$ cat src/rtl/fosfor_present_pkg.sv
// Shared constants and types for the PRESENT-80 engine: S-box, pin-level
// address/command codes, status bit positions and the controller states.
package fosfor_present_pkg;

  localparam int BLOCK_W = 64;
  localparam int KEY_W   = 80;

  localparam logic [3:0] SBOX [16] = '{
    4'hC, 4'h5, 4'h6, 4'hB, 4'h9, 4'h0, 4'hA, 4'hD,
    4'h3, 4'hE, 4'hF, 4'h8, 4'h4, 4'h7, 4'h1, 4'h2
  };

  typedef enum logic [1:0] {
    ADDR_IDLE = 2'b00,
    ADDR_CMD  = 2'b01,
    ADDR_DATA = 2'b10,
    ADDR_KEY  = 2'b11
  } addr_e;

  typedef enum logic [3:0] {
    CMD_NOP     = 4'd0,
    CMD_START   = 4'd1,
    CMD_RD_RST  = 4'd2,
    CMD_RD_NEXT = 4'd3,
    CMD_ABORT   = 4'd4,
    CMD_CLR_ERR = 4'd5
  } cmd_e;

  localparam int STAT_BUSY    = 0;
  localparam int STAT_DONE    = 1;
  localparam int STAT_ERR     = 2;
  localparam int STAT_PTR_LSB = 4;

  typedef enum logic [1:0] {
    ST_IDLE,
    ST_RUN,
    ST_FIN,
    ST_DONE
  } fsm_e;

  function automatic logic [3:0] sbox(input logic [3:0] n);
    return SBOX[n];
  endfunction

endpackage

$ cat src/rtl/fosfor_present_round.sv
// One combinational PRESENT-80 round: addRoundKey, sLayer, pLayer and the
// key-schedule step for round counter rc_i.
module fosfor_present_round
  import fosfor_present_pkg::*;
(
  input  logic [BLOCK_W-1:0] state_i,
  input  logic [KEY_W-1:0]   rkey_i,
  input  logic [4:0]         rc_i,
  output logic [BLOCK_W-1:0] state_o,
  output logic [KEY_W-1:0]   rkey_o
);

  logic [BLOCK_W-1:0] mixed;
  logic [BLOCK_W-1:0] subst;
  logic [KEY_W-1:0]   rot;

  always_comb begin
    mixed   = state_i ^ rkey_i[79:16];
    subst   = '0;
    state_o = '0;
    for (int n = 0; n < 16; n++) begin
      subst[4*n +: 4] = sbox(mixed[4*n +: 4]);
    end
    // Bit i moves to 16*i mod 63, written as (i%4)*16 + i/4.
    for (int i = 0; i < BLOCK_W; i++) begin
      state_o[(i % 4) * 16 + i / 4] = subst[i];
    end
  end

  always_comb begin
    // Rotate left by 61 is the same as rotate right by 19.
    rot          = {rkey_i[18:0], rkey_i[79:19]};
    rot[79:76]   = sbox(rot[79:76]);
    rot[19:15]   = rot[19:15] ^ rc_i;
    rkey_o       = rot;
  end

endmodule

$ cat src/rtl/fosfor_present_engine.sv
// Iterative PRESENT-80 encryptor behind a narrow address-multiplexed pin
// interface: shift-in registers, command decode, round FSM and read mux.
module fosfor_present_engine
  import fosfor_present_pkg::*;
#(
  parameter int DIN_W  = 4,
  parameter int DOUT_W = 8,
  parameter int ROUNDS = 31
) (
  input  logic              Clk_ik,
  input  logic              Reset_irn,
  input  logic [1:0]        Addr_ib,
  input  logic [DIN_W-1:0]  Data_ib,
  output logic [DOUT_W-1:0] Data_ob
);

  localparam logic [4:0] LAST_RC  = 5'(ROUNDS);
  localparam logic [2:0] PTR_LAST = 3'(BLOCK_W / DOUT_W - 1);

  fsm_e               fsm_q,    fsm_d;
  logic [BLOCK_W-1:0] data_q,   data_d;
  logic [KEY_W-1:0]   key_q,    key_d;
  logic [BLOCK_W-1:0] state_q,  state_d;
  logic [KEY_W-1:0]   rkey_q,   rkey_d;
  logic [4:0]         rc_q,     rc_d;
  logic [BLOCK_W-1:0] result_q, result_d;
  logic [2:0]         ptr_q,    ptr_d;
  logic               err_q,    err_d;
  logic               done_q,   done_d;
  logic [DOUT_W-1:0]  dout_q,   dout_d;

  logic               busy;
  logic [BLOCK_W-1:0] round_state;
  logic [KEY_W-1:0]   round_rkey;
  logic [BLOCK_W-1:0] rd_shift;

  fosfor_present_round u_round (
    .state_i (state_q),
    .rkey_i  (rkey_q),
    .rc_i    (rc_q),
    .state_o (round_state),
    .rkey_o  (round_rkey)
  );

  assign busy    = (fsm_q == ST_RUN) || (fsm_q == ST_FIN);
  assign Data_ob = dout_q;

  always_comb begin
    // NOTE: every _d gets its hold value first, so no branch can infer a latch.
    fsm_d    = fsm_q;
    data_d   = data_q;
    key_d    = key_q;
    state_d  = state_q;
    rkey_d   = rkey_q;
    rc_d     = rc_q;
    result_d = result_q;
    ptr_d    = ptr_q;
    err_d    = err_q;
    done_d   = done_q;
    rd_shift = result_q << (int'(ptr_q) * DOUT_W);
    dout_d   = '0;

    case (fsm_q)
      ST_RUN: begin
        state_d = round_state;
        rkey_d  = round_rkey;
        rc_d    = rc_q + 5'd1;
        if (rc_q == LAST_RC) fsm_d = ST_FIN;
      end
      ST_FIN: begin
        result_d = state_q ^ rkey_q[79:16];
        ptr_d    = '0;
        done_d   = 1'b1;
        fsm_d    = ST_DONE;
      end
      default: ;
    endcase

    // Host access; decoded after the FSM so ABORT can override FIN.
    case (Addr_ib)
      ADDR_DATA: begin
        if (busy) err_d = 1'b1;
        else      data_d = {data_q[BLOCK_W-1-DIN_W:0], Data_ib};
      end
      ADDR_KEY: begin
        if (busy) err_d = 1'b1;
        else      key_d = {key_q[KEY_W-1-DIN_W:0], Data_ib};
      end
      ADDR_CMD: begin
        case (Data_ib[3:0])
          CMD_NOP: ;
          CMD_START: begin
            if (busy) begin
              err_d = 1'b1;
            end else begin
              fsm_d   = ST_RUN;
              state_d = data_q;
              rkey_d  = key_q;
              rc_d    = 5'd1;
              done_d  = 1'b0;
            end
          end
          CMD_RD_RST: ptr_d = '0;
          CMD_RD_NEXT: begin
            if (fsm_q != ST_FIN) ptr_d = (ptr_q == PTR_LAST) ? 3'd0 : ptr_q + 3'd1;
          end
          CMD_ABORT: begin
            fsm_d    = ST_IDLE;
            done_d   = 1'b0;
            result_d = result_q;
            ptr_d    = ptr_q;
          end
          CMD_CLR_ERR: begin
            err_d = 1'b0;
            if (fsm_q != ST_FIN) done_d = 1'b0;
          end
          default: err_d = 1'b1;
        endcase
      end
      default: ;
    endcase

    if (Addr_ib[1]) begin
      dout_d = rd_shift[BLOCK_W-1 -: DOUT_W];
    end else begin
      dout_d[STAT_BUSY]            = busy;
      dout_d[STAT_DONE]            = done_q;
      dout_d[STAT_ERR]             = err_q;
      dout_d[STAT_PTR_LSB +: 3]    = ptr_q;
    end
  end

  // NOTE: non-blocking assignments so every register samples pre-edge values.
  always_ff @(posedge Clk_ik or negedge Reset_irn) begin
    if (!Reset_irn) begin
      // NOTE: data and key are wide but still reset, so no secret survives a reset.
      fsm_q    <= ST_IDLE;
      data_q   <= '0;
      key_q    <= '0;
      state_q  <= '0;
      rkey_q   <= '0;
      rc_q     <= '0;
      result_q <= '0;
      ptr_q    <= '0;
      err_q    <= 1'b0;
      done_q   <= 1'b0;
      dout_q   <= '0;
    end else begin
      fsm_q    <= fsm_d;
      data_q   <= data_d;
      key_q    <= key_d;
      state_q  <= state_d;
      rkey_q   <= rkey_d;
      rc_q     <= rc_d;
      result_q <= result_d;
      ptr_q    <= ptr_d;
      err_q    <= err_d;
      done_q   <= done_d;
      dout_q   <= dout_d;
    end
  end

endmodule

$ cat config.mk
export PLATFORM = sky130hd
export DESIGN_NAME = fosfor_present_engine
export DESIGN_NICKNAME = d
export VERILOG_FILES = /design/src/rtl/fosfor_present_pkg.sv /design/src/rtl/fosfor_present_round.sv /design/src/rtl/fosfor_present_engine.sv
export SDC_FILE = /design/constraint.sdc
export NUM_CORES = 1
export LEC_CHECK = 0
export CAP_MARGIN = 10
export CORE_UTILIZATION = 64
export DETAILED_ROUTE_END_ITERATION = 16
export PLACE_DENSITY = 0.92
export SLEW_MARGIN = 20
export SYNTH_ARGS = -nofsm -noshare
export SYNTH_HDL_FRONTEND = slang
export SYNTH_SLANG_ARGS = --single-unit
$ cat constraint.sdc
create_clock -name Clk_ik -period 2.7 [get_ports Clk_ik]
set_input_delay 0.54 -clock Clk_ik [delete_from_list [all_inputs] [get_ports Clk_ik]]
set_output_delay 0.54 -clock Clk_ik [all_outputs]
set_load 0.1 [all_outputs]
Yosys cells after proc, flatten, opt, wreduce, memory -nomap -nowiden:

Memories as Yosys holds them, arrays and structs flattened.
Cells that the tools add are included.

* logic and storage cells: 162
* input bits: 8
* memories: 17
* bits in read-only memories: 1088
* output and inout port bits: 8
* register bits after elaboration: 372

Memories
* (name not given): words 16, bits a word 4, rd ports 1, clocked after Yosys merged registers in 0, write ports 0, RTL line fosfor_present_pkg.sv:42 `return SBOX[n];`
* (name not given): words 16, bits a word 4, rd ports 1, clocked after Yosys merged registers in 0, write ports 0, RTL line fosfor_present_pkg.sv:42
* (name not given): words 16, bits a word 4, rd ports 1, clocked after Yosys merged registers in 0, write ports 0, RTL line fosfor_present_pkg.sv:42
* (name not given): words 16, bits a word 4, rd ports 1, clocked after Yosys merged registers in 0, write ports 0, RTL line fosfor_present_pkg.sv:42
* (name not given): words 16, bits a word 4, rd ports 1, clocked after Yosys merged registers in 0, write ports 0, RTL line fosfor_present_pkg.sv:42
* (name not given): words 16, bits a word 4, rd ports 1, clocked after Yosys merged registers in 0, write ports 0, RTL line fosfor_present_pkg.sv:42
* +11 memories

* eq/ne operators: 15
* mux-type cells: 71
* $add $sub $neg: 2
* shift-type cells: 1
* $lt $le $gt $ge: 17
* reduce and logical (&&, ||, !) cells: 8
* bitwise logic cells: 20

Operators with widths (count)
* $mux W64: 7
* $mux W80: 4
* $mux W4: 34
* $ge A5 B5 Y1 const B: 17
* $not A4 Y5: 17
* $shl A64 B6 Y64: 1
* $xor A64 B64 Y64: 1
* $mux W5: 4
* $mux W3: 6
* $pmux W3 S3: 1
* $eq A4 B2 Y1 const B: 2
* $eq A4 B3 Y1 const B: 2
* $pmux W2 S2: 2
* $mux W1: 7
* $eq A2 B2 Y1 const B: 3
* $mux W2: 3
* $ne A2 B2 Y1 const B: 3
* $pmux W1 S3: 2
* $reduce_and A2 Y1: 3
* $add A5 B1 Y5 const B: 1
* $eq A5 B5 Y1 const B: 1
* $xor A5 B5 Y5: 1
* $eq A2 B1 Y1 const B: 2
* $eq A4 B1 Y1 const B: 1
* other kinds (9): 9

Logic depth before layout (Yosys ltp):

Gate-level depths: netlist of the first run.

* depth in word-level cells: 9
* gate-level depth with buffers: 10
* mapped depth without buffers: 7

Modules after synthesis:

A second synthesis of the first run with hierarchy kept.

* cell total of the unflattened synthesis: 1532
* area, all modules: 20875.0 µm²

By module, submodules not included
* fosfor_present_engine: times used 1, sequential area each 9308.9 µm², area each 17002.6 µm², cells each 1110
* fosfor_present_round: times used 1, sequential area each 0.0 µm², area each 3872.5 µm², cells each 422

Least setup slack after synthesis of the first run:

OpenSTA, ideal clock, no wires.

* path kind: register to register
* start point: register fsm_q[0]
* end point: register data_q[15]
* clock period less this slack: 2080 ps
* buffers on the path: 3
* setup time: 125 ps
* cell stages (with the launch flop): 8
* path slack: 620 ps
* arrival time: 1956 ps
* data required time: 2575 ps
* path through: dfrtp_1 > inv_1 > ha_1 > clkbuf_1 > nand3b_1 > clkbuf_1 > clkbuf_1 > mux2_2

* longest elaborated chain between the ends: 4
* elaborated cells on any way between the ends: 5
* those cells by class: 2 x eq/ne; 1 x bitwise; 2 x reduce/logical

RTL lines
* start, declared: RTL line fosfor_present_engine.sv:20 `fsm_e fsm_q, fsm_d;`
* start signal, assigned: RTL line fosfor_present_engine.sv:149 `fsm_q <= fsm_d;`
* $eq A2 B1 Y1 or $eq A2 B2 Y1 (tied branches): RTL line fosfor_present_engine.sv:45 `assign busy = (fsm_q == ST_RUN) || (fsm_q == ST_FIN);`
* $logic_or A1 B1 Y1 *: RTL line fosfor_present_engine.sv:45
* $not A1 Y1 (no source line) *
* $reduce_and A2 Y1 (no source line) *
* end signal, assigned: RTL line fosfor_present_engine.sv:150 `data_q <= data_d;`
* end, declared: RTL line fosfor_present_engine.sv:21 `logic [BLOCK_W-1:0] data_q, data_d;`

Every way passes the cells marked *; elsewhere a longest branch is shown, timed or not.
A chain may end at the register's enable or synchronous reset.

Final worst setup path of the first run:

* start point: register rkey_q[33]
* end point: register state_q[20]

* longest elaborated chain between the ends: 9

RTL lines
* start, declared: RTL line fosfor_present_engine.sv:24 `logic [KEY_W-1:0] rkey_q, rkey_d;`
* start signal, assigned: RTL line fosfor_present_engine.sv:153 `rkey_q <= rkey_d;`
* $xor A64 B64 Y64 *: RTL line fosfor_present_round.sv:18 `mixed = state_i ^ rkey_i[79:16];`
* named net u_round.mixed[17]: RTL line fosfor_present_round.sv:13 `logic [BLOCK_W-1:0] mixed;`
* $not A4 Y5 (implied by the code) *: RTL line fosfor_present_pkg.sv:42
* $mem_v2 Z16 W4 *
* $mux W4 (implied by the code) * (2 in a row): RTL line fosfor_present_pkg.sv:42
* $mux W64 *: RTL line fosfor_present_engine.sv:63 `case (fsm_q)`
* $mux W64: RTL line fosfor_present_engine.sv:93 `if (busy) begin`
* $mux W64: RTL line fosfor_present_engine.sv:90 `case (Data_ib[3:0])`
* $mux W64 *: RTL line fosfor_present_engine.sv:80 `case (Addr_ib)`
* named net state_d[20]: RTL line fosfor_present_engine.sv:23 `logic [BLOCK_W-1:0] state_q, state_d;`
* end signal, assigned: RTL line fosfor_present_engine.sv:152 `state_q <= state_d;`
* end, declared: RTL line fosfor_present_engine.sv:23

Mark *: on every way through the listed nets, which the timed path passes. The rest lies on a longest branch. The select of a mux whose other input is x is not followed.

==> results of run 1 <==
## critical path: stages (launching register included)
cell and delay, ns:
dfrtp_1 0.42, xnor2_1 0.76, inv_1 0.22, ha_1 0.27
mux4_2 0.47, a211oi_1 0.26, a21o_1 0.12
## cell usage in the layout, fill, tap and decap left out, types with 18 or more instances in the layout
cell / instances
nand2_1: 222
a21oi_1: 52
buf_4: 88
o21ai_1: 91
ha_1: 90
a211oi_1: 22
inv_1: 76
o21ai_0: 85
xor2_1: 29
mux2i_1: 108
clkbuf_16: 38
mux2_2: 150
xnor2_1: 72
dfrtp_1: 372
nor2_1: 48
mux4_2: 50
buf_12: 18
## stage by stage
stage / area [µm²] / setup TNS (ns)
after CTS: 21400 / 0
after global placement: 20100 / 0
after detailed placement: 20100 / -0.0558
after floorplan: 19100 / 0
final: 21400 / 0
after global routing: 21400 / 0
## registers in the layout (all words and copies together), names as in the netlist
register / cells
done_q: 1
rkey_q: 80
result_q: 64
state_q: 64
err_q: 1
ptr_q: 3
Data_ob: 8
key_q: 80
fsm_q: 2
data_q: 64
rc_q: 5
## cell type report
cell class,count,area share
Timing Repair Buffer,114,0.0517
Clock buffer,60,0.0535
Clock inverter,7,0.00380
Tap cell,384,0.0225
Inverter,77,0.0135
Sequential cell,372,0.435
Multi-Input combinational cell,1111,0.420
## metal layers
layer  up-vias  wire length [µm]
met5         -                12
met3       296              6210
met4         2              3830
met1      6946             19100
li1       5881                 -
met2       867             24400
## cell families (layout without fill, tap and decap cells)
| logic type | count (synthesis) | count (layout) | synth area share |
|---|---|---|---|
| buf+inv | 173 | 258 | 0.0423 |
| compound gates | 310 | 310 | 0.0933 |
| simple gates | 300 | 300 | 0.0638 |
| flops | 372 | 372 | 0.489 |
| xor+xnor | 102 | 102 | 0.0477 |
| mux | 308 | 308 | 0.205 |
| fa+ha+maj | 91 | 91 | 0.0598 |
## final timing paths
path / from / endpoint / slack [ns] / depth (start not counted)
min in group asynchronous: Reset_irn / result_q[10]$_DFFE_PN0P_ / 0.52 / 2
min reg2reg: result_q[5]$_DFFE_PN0P_ / result_q[5]$_DFFE_PN0P_ / 0.48 / 2
max in group asynchronous: Reset_irn / data_q[25]$_DFFE_PN0P_ / 1.32 / 3
max: rkey_q[33]$_DFF_PN0_ / state_q[20]$_DFF_PN0_ / 0.14 / 6
min: result_q[5]$_DFFE_PN0P_ / result_q[5]$_DFFE_PN0P_ / 0.48 / 2
max reg2reg: rkey_q[33]$_DFF_PN0_ / state_q[20]$_DFF_PN0_ / 0.14 / 6
==> flow_metrics.env, run 1 <==
export IMPL_grt_util_met2=0.557
export IMPL_h_tree_depth=2
export IMPL_grt_max_degree=84
export IMPL_syn_nets=1755
export IMPL_synth_edff_count=0
export IMPL_grt_overflow=0
export IMPL_die_x_um=175
export IMPL_final_max_slew_viol_count=0
export IMPL_fin_cells=2125
export IMPL_clk_pin_slew_ns=0.06
export IMPL_ant_nets=0
export IMPL_hold_ws_ns=0.476
export IMPL_cts_max_path_buffers=3
export IMPL_multi_input_area_mm2=0.00897
export IMPL_cts_resized=0
export IMPL_drt_total_wl_um=53500
export IMPL_fp_dieArea_mm2=0.0305
export IMPL_vias_per_cell=6.58
export IMPL_final_nets=1813
export IMPL_period_needed_ns=2.56
export IMPL_firstDrtPassIters=8
export IMPL_cts_made_buffers=38
export IMPL_hp_class="flop to flop"
export IMPL_grt_usage=0.364
export IMPL_drc=0
export IMPL_rsz0062_at_grt="no"
export IMPL_cp_required_ns=3.19
export IMPL_period_share=0.949
export IMPL_cts_tree="done"
export IMPL_gr_max_usage_layer="met2"
export IMPL_synthFlopType="dfrtp_1"
export IMPL_grtUsageMet3=0.113
export IMPL_antennaDiodeCount=0
export IMPL_ys_types=47
export IMPL_start_util=0.657
export IMPL_placementRows=62
export IMPL_drv_cap=0
export IMPL_grt_pass1_vias=14700
export IMPL_layout_setup_ws_ns=0.137
export IMPL_hpwl_um=35600
export IMPL_synth_area_leader_cell="dfrtp_1"
export IMPL_grt_pass1_wl_um=83900
export IMPL_ioPinCount=16
export IMPL_synth_most_common_cell="dfrtp_1"
export IMPL_cts_root_buf="clkbuf_16"
export IMPL_finalSetupViolCount=0
export IMPL_dp_cells=2057
export IMPL_crit_path_end_kind="flop"
export IMPL_clk_latency_ns=0.56
export IMPL_layout_drive_gt1_share=0.212
export IMPL_crit_type="flop to flop"
export IMPL_yosys_warnings=0
export IMPL_area_growth_synth_to_final_pct=12.2
export IMPL_ys_seq_elements=372
export IMPL_cts_hold_buffers=1
export IMPL_netlist_area_mm2=0.0191
export IMPL_synthCells=1656
export IMPL_clock_sinks=372
export IMPL_fmax_mhz=390
export IMPL_syn_area_per_cell_um2=11.5
export IMPL_yosysSeqAreaShare=0.489
export IMPL_port_buffers=15
export IMPL_cp_arrival_ns=3.05
export IMPL_regArea_mm2=0.00931
export IMPL_gp_congestion=0.936
export IMPL_utilization=0.737
export IMPL_post_place_ws_ns=-0.0177
export IMPL_wire_per_inst_um=25.2
export IMPL_drtIter0Drc=1598
export IMPL_fin_skew_ns=0.0281
export IMPL_path_max_fanout=3
export IMPL_async_flop_share=1.00
export IMPL_fillers=1622
export IMPL_vias=14000
export IMPL_globalRouteMet1Util=0.453
export IMPL_ys_top_cells_by_area="dfrtp_1 (49%), mux2_2 (8.9%), ha_1 (6.0%), mux4_2 (5.9%), mux2i_1 (5.7%)"
export IMPL_die_y_um=175
export IMPL_setup_worst_path_start_class="flop"
export IMPL_core_area_mm2=0.0290
export IMPL_worst_pin_slew_ns=0.918
export IMPL_synth_commonest_cells="dfrtp_1 (372), nand2_1 (222), mux2_2 (150)"
export IMPL_run_status="complete, no violations"
export IMPL_slew_headroom=0.383
export IMPL_cts_setup_buffers=0
export IMPL_synth_top_area_frac=0.489
export IMPL_antenna_found_initial=1
export IMPL_hold_violations=0
Power of run 1 is not shown: default switching activity piles up to over one toggle a cycle in this logic, so the estimate is an artifact.
==> run 2: changes to the inputs <==
Settings changed: RECOVER_POWER set to 50.
==> run 2 against run 1 <==
Net effect: maximum frequency up 0.10%; utilization down 0.19 points; register-to-register slack about the same; first-iteration DRC count up 1.9%; sequential share of layout area up 0.11 points; via count down 0.24%; flip-flop and latch count unchanged; global-route usage unchanged; critical endpoint unchanged; cell area down 0.26%; clock-buffer cell count unchanged; worst setup slack better by 0.0026 ns.
==> flow_metrics.env, run 2 (synthesis gave the netlist of run 1 again) <==
export IMPL_dp_cells=2057
export IMPL_hold_violations=0
export IMPL_grt_pass1_wl_um=83900
export IMPL_vias=14000
export IMPL_run_status="complete, no violations"
export IMPL_slowest_delay_ns=0.76
export IMPL_period_needed_ns=2.56
export IMPL_grt_usage=0.364
export IMPL_antenna_found_initial=1
export IMPL_wire_per_inst_um=25.2
export IMPL_die_x_um=175
export IMPL_period_share=0.948
export IMPL_clock_sinks=372
export IMPL_layout_common_cells="dfrtp_1 (372), nand2_1 (222), mux2_2 (150)"
export IMPL_final_nets=1813
export IMPL_layout_drive_gt1_share=0.210
export IMPL_cts_max_path_buffers=3
export IMPL_firstDrtPassIters=9
export IMPL_final_max_slew_viol_count=0
export IMPL_grt_pass1_vias=14700
export IMPL_path_max_fanout=3
export IMPL_grt_overflow=0
export IMPL_drt_total_wl_um=53500
export IMPL_drtIter0Drc=1629
export IMPL_cts_root_buf="clkbuf_16"
export IMPL_setup_worst_path_start_class="flop"
export IMPL_min_path_cells=1
export IMPL_grt_max_degree=84
export IMPL_area_growth_synth_to_final_pct=11.9
export IMPL_cts_tree="done"
export IMPL_hold_ws_ns=0.477
export IMPL_hp_class="flop to flop"
export IMPL_reg2regPathDepth=6
export IMPL_finalSetupViolCount=0
export IMPL_layout_setup_ws_ns=0.140
export IMPL_drv_cap=0
export IMPL_crit_cells=6
export IMPL_cp_arrival_ns=3.05
export IMPL_ioPinCount=16
export IMPL_largest_registers="key_q x80, rkey_q x80"
export IMPL_crit_path_end_kind="flop"
export IMPL_path_buf_inv=1
export IMPL_post_place_ws_ns=-0.0177
export IMPL_fp_dieArea_mm2=0.0305
export IMPL_hpwl_um=35600
export IMPL_crit_type="flop to flop"
export IMPL_die_y_um=175
export IMPL_start_util=0.657
export IMPL_cts_setup_buffers=0
export IMPL_core_area_mm2=0.0290
export IMPL_h_tree_depth=2
export IMPL_rsz0062_at_grt="no"
export IMPL_gp_congestion=0.936
export IMPL_cts_made_buffers=38
export IMPL_ant_nets=0
export IMPL_crit_family="XOR/XNOR gates"
export IMPL_crit_chain="xnor2_1, inv_1, ha_1, mux4_2, a211oi_1, a21o_1"
export IMPL_final_common_cell="dfrtp_1"
export IMPL_slowest_stage="xnor2_1"
export IMPL_regArea_mm2=0.00931
export IMPL_antennaDiodeCount=0
export IMPL_cts_resized=0
export IMPL_port_buffers=15
export IMPL_tns_ns=0
export IMPL_vias_per_cell=6.57
export IMPL_drc=0
export IMPL_clk_latency_ns=0.56
export IMPL_fin_cells=2125
export IMPL_clk_pin_slew_ns=0.06
export IMPL_slew_headroom=0.0371
export IMPL_fillers=1638
export IMPL_worst_pin_slew_ns=1.44
export IMPL_placementRows=62
export IMPL_fmax_mhz=391
export IMPL_fin_skew_ns=0.0273
export IMPL_multi_input_area_mm2=0.00897
export IMPL_cp_required_ns=3.19
run 2: cell types whose count changed in the layout (fill, tap and decap cells not counted), moves of 3 or more:
cell,before,now
buf_4,88,85
buf_6,0,4
buf_12,18,14
clkbuf_1,11,14
run 2: area by class of cell:
| cell class | count | share of cell area |
|---|---|---|
| clock buffers | 60 | 0.0536 |
| inverters | 77 | 0.0136 |
| multi-input cells | 1111 | 0.421 |
| clock inverters | 7 | 0.00381 |
| well taps | 384 | 0.0225 |
| flip-flops and latches | 372 | 0.437 |
| repair buffers | 114 | 0.0492 |
run 2: repair_timing:
action | 4_1_cts | 5_1_grt
hold buffers | 1 | 0
setup endpoints to repair | 0 | 0
endpoints found under the hold margin | 48 | 0
run 2: worst paths after layout:
check                                      startpoint                  endpoint  slack, ns
min in group asynchronous                   Reset_irn  result_q[10]$_DFFE_PN0P_       0.88
max in group asynchronous                   Reset_irn     key_q[73]$_DFFE_PN0P_       0.40
worst max-delay path             rkey_q[33]$_DFF_PN0_     state_q[20]$_DFF_PN0_       0.14
worst min-delay path            key_q[79]$_DFFE_PN0P_      rkey_q[79]$_DFF_PN0_       0.48
worst max register to register   rkey_q[33]$_DFF_PN0_     state_q[20]$_DFF_PN0_       0.14
worst min register to register  key_q[79]$_DFFE_PN0P_      rkey_q[79]$_DFF_PN0_       0.48
run 2: per-stage QoR:
stage	utilization	area, µm²
after global placement	0.694	20100
final	0.735	21300
after global routing	0.735	21300
after CTS	0.737	21400
after floorplan	-	19100
after detailed placement	0.694	20100
run 2: metal layers:
layer  routed length, µm  GRT usage  vias up
met1               19000      0.453     6899
met4                3840      0.228        2
met5                  12          0        -
li1                    -          -     5872
met3                6290      0.113      301
met2               24400      0.557      885
Power of run 2 is left out for the same reason.
==> run 3: changes to the inputs <==
Settings changed: MAX_ROUTING_LAYER set to met4.
==> run 3 against run 2 <==
Net effect: the run now ends with capacitance limit, slew limit left; die area is the same; flip-flop and latch count is the same; register-to-register slack lost 0.07 ns; worst setup slack lost 0.075 ns; cell count grew 0.33%; largest cell class unchanged.
==> flow_metrics.env, run 3 (synthesis gave the netlist of run 1 again) <==
export IMPL_run_status="finished with violations"
export IMPL_violations="capacitance limit, slew limit"
export IMPL_r2r_slack_ns=0.06
export IMPL_min_path_cells=1
export IMPL_reg2regPathDepth=6
export IMPL_cp_arrival_ns=3.11
export IMPL_final_common_cell="dfrtp_1"
export IMPL_cts_made_buffers=39
export IMPL_cts_max_path_buffers=3
export IMPL_gp_congestion=0.940
export IMPL_path_max_fanout=3
export IMPL_grt_overflow=0
export IMPL_clk_pin_slew_ns=0.06
export IMPL_ant_nets=0
export IMPL_grtUsageMet3=0.114
export IMPL_period_share=0.976
export IMPL_crit_type="flop to flop"
export IMPL_worst_pin_slew_ns=2.17
export IMPL_die_y_um=175
export IMPL_globalRouteMet1Util=0.462
export IMPL_setup_worst_path_start_class="flop"
export IMPL_tns_ns=0
export IMPL_fp_dieArea_mm2=0.0305
export IMPL_grt_pass1_wl_um=85300
export IMPL_cts_tree="done"
export IMPL_gr_max_usage_layer="met2"
export IMPL_cts_resized=0
export IMPL_clock_sinks=372
export IMPL_cts_hold_buffers=0
export IMPL_antenna_found_initial=1
export IMPL_placementRows=62
export IMPL_fmax_mhz=379
export IMPL_hp_class="flop to flop"
export IMPL_area_growth_synth_to_final_pct=12.1
export IMPL_largest_registers="key_q x80, rkey_q x80"
export IMPL_layout_drive_gt1_share=0.218
export IMPL_period_needed_ns=2.64
export IMPL_hpwl_um=35600
export IMPL_drtIter0Drc=1912
export IMPL_hold_violations=0
export IMPL_ioPinCount=16
export IMPL_port_buffers=15
export IMPL_rsz0062_at_grt="no"
export IMPL_cts_root_buf="clkbuf_16"
export IMPL_final_max_slew_viol_count=76
export IMPL_drv_cap=1
export IMPL_h_tree_depth=2
export IMPL_grt_util_met2=0.564
export IMPL_layout_common_cells="dfrtp_1 (372), nand2_1 (222), mux2_2 (150)"
export IMPL_final_nets=1817
export IMPL_drc=0
export IMPL_fin_skew_ns=0.0457
export IMPL_reg2reg_to="state_q[17]$_DFF_PN0_"
export IMPL_core_area_mm2=0.0290
export IMPL_vias=14400
export IMPL_clk_latency_ns=0.56
export IMPL_grt_pass1_vias=14800
export IMPL_slew_headroom=-0.447
export IMPL_vias_per_cell=6.74
export IMPL_cp_required_ns=3.18
export IMPL_hp_start="key_q[79]$_DFFE_PN0P_"
export IMPL_grt_max_degree=78
export IMPL_die_x_um=175
export IMPL_firstDrtPassIters=7
export IMPL_start_util=0.657
export IMPL_drt_total_wl_um=55000
export IMPL_wire_per_inst_um=25.8
export IMPL_grt_usage=0.382
export IMPL_cts_setup_buffers=0
export IMPL_crit_path_end_kind="flop"
export IMPL_whs_endpoint="rkey_q[79]$_DFF_PN0_"
export IMPL_finalSetupViolCount=0
export IMPL_r2r_start="rkey_q[20]$_DFF_PN0_"
==> run 3: cell count changes in the layout (fill, tap and decap cells not counted), moves of 3 or more <==
| cell | delta |
|---|---|
| clkinvlp_4 | +6 |
| clkbuf_1 | -8 |
| buf_6 | -4 |
| clkbuf_2 | +4 |
| clkbuf_8 | -6 |
| buf_12 | +3 |
| clkinv_2 | +10 |
==> run 3: critical path, stage by stage (launching register included) <==
cell	delay [ns]
dfrtp_1	0.43
xnor2_1	0.73
inv_1	0.23
ha_1	0.29
mux4_2	0.48
a211oi_1	0.27
a21o_1	0.12
==> run 3: how the worst max path moves through the flow <==
stage,from,endpoint,cells after the start,slack (ns)
finish,rkey_q[20]$_DFF_PN0_,state_q[17]$_DFF_PN0_,6,0.06
global route,state_q[17]$_DFF_PN0_,state_q[52]$_DFF_PN0_,6,0.0003
CTS,rkey_q[28]$_DFF_PN0_,state_q[19]$_DFF_PN0_,7,0.32
detailed placement,Addr_ib[0],result_q[42]$_DFFE_PN0P_,8,-0.03
global placement,Addr_ib[0],rkey_q[36]$_DFF_PN0_,8,0.07
floorplan,fsm_q[0]$_DFF_PN0_,data_q[15]$_DFFE_PN0P_,7,0.62
==> run 3: per-stage QoR <==
step	area (µm²)	hold WS [ns]	instances	worst slack (ns)	utilization
final	21400	0.479	2132	0.0648	0.736
after global routing	21400	0.505	2132	0.000291	0.736
after CTS	21400	0.0143	2131	0.324	0.738
after detailed placement	20200	0.469	2061	-0.0264	0.696
after global placement	20200	0.456	2061	0.0678	0.696
after floorplan	19100	0.244	1656	0.620	-
==> run 3: final cells by class <==
class                           instances  area, µm²
Sequential cell                       372       9310
Multi-Input combinational cell       1111       8970
Fill cell                            1634       7660
Timing Repair Buffer                  117       1080
Clock buffer                           47       1060
Tap cell                              384        480
Inverter                               77        289
Clock inverter                         23        169
Antenna cell                            1       2.50
==> run 3: per-layer routing <==
layer | share of wire | routed length, µm | up-vias
met4 | 0.075 | 4150 | 0
met3 | 0.12 | 6360 | 332
met1 | 0.36 | 19700 | 7160
li1 | - | - | 5892
met2 | 0.45 | 24800 | 991
met5 | 0 | 0 | -
Power of run 3 is left out for the same reason.
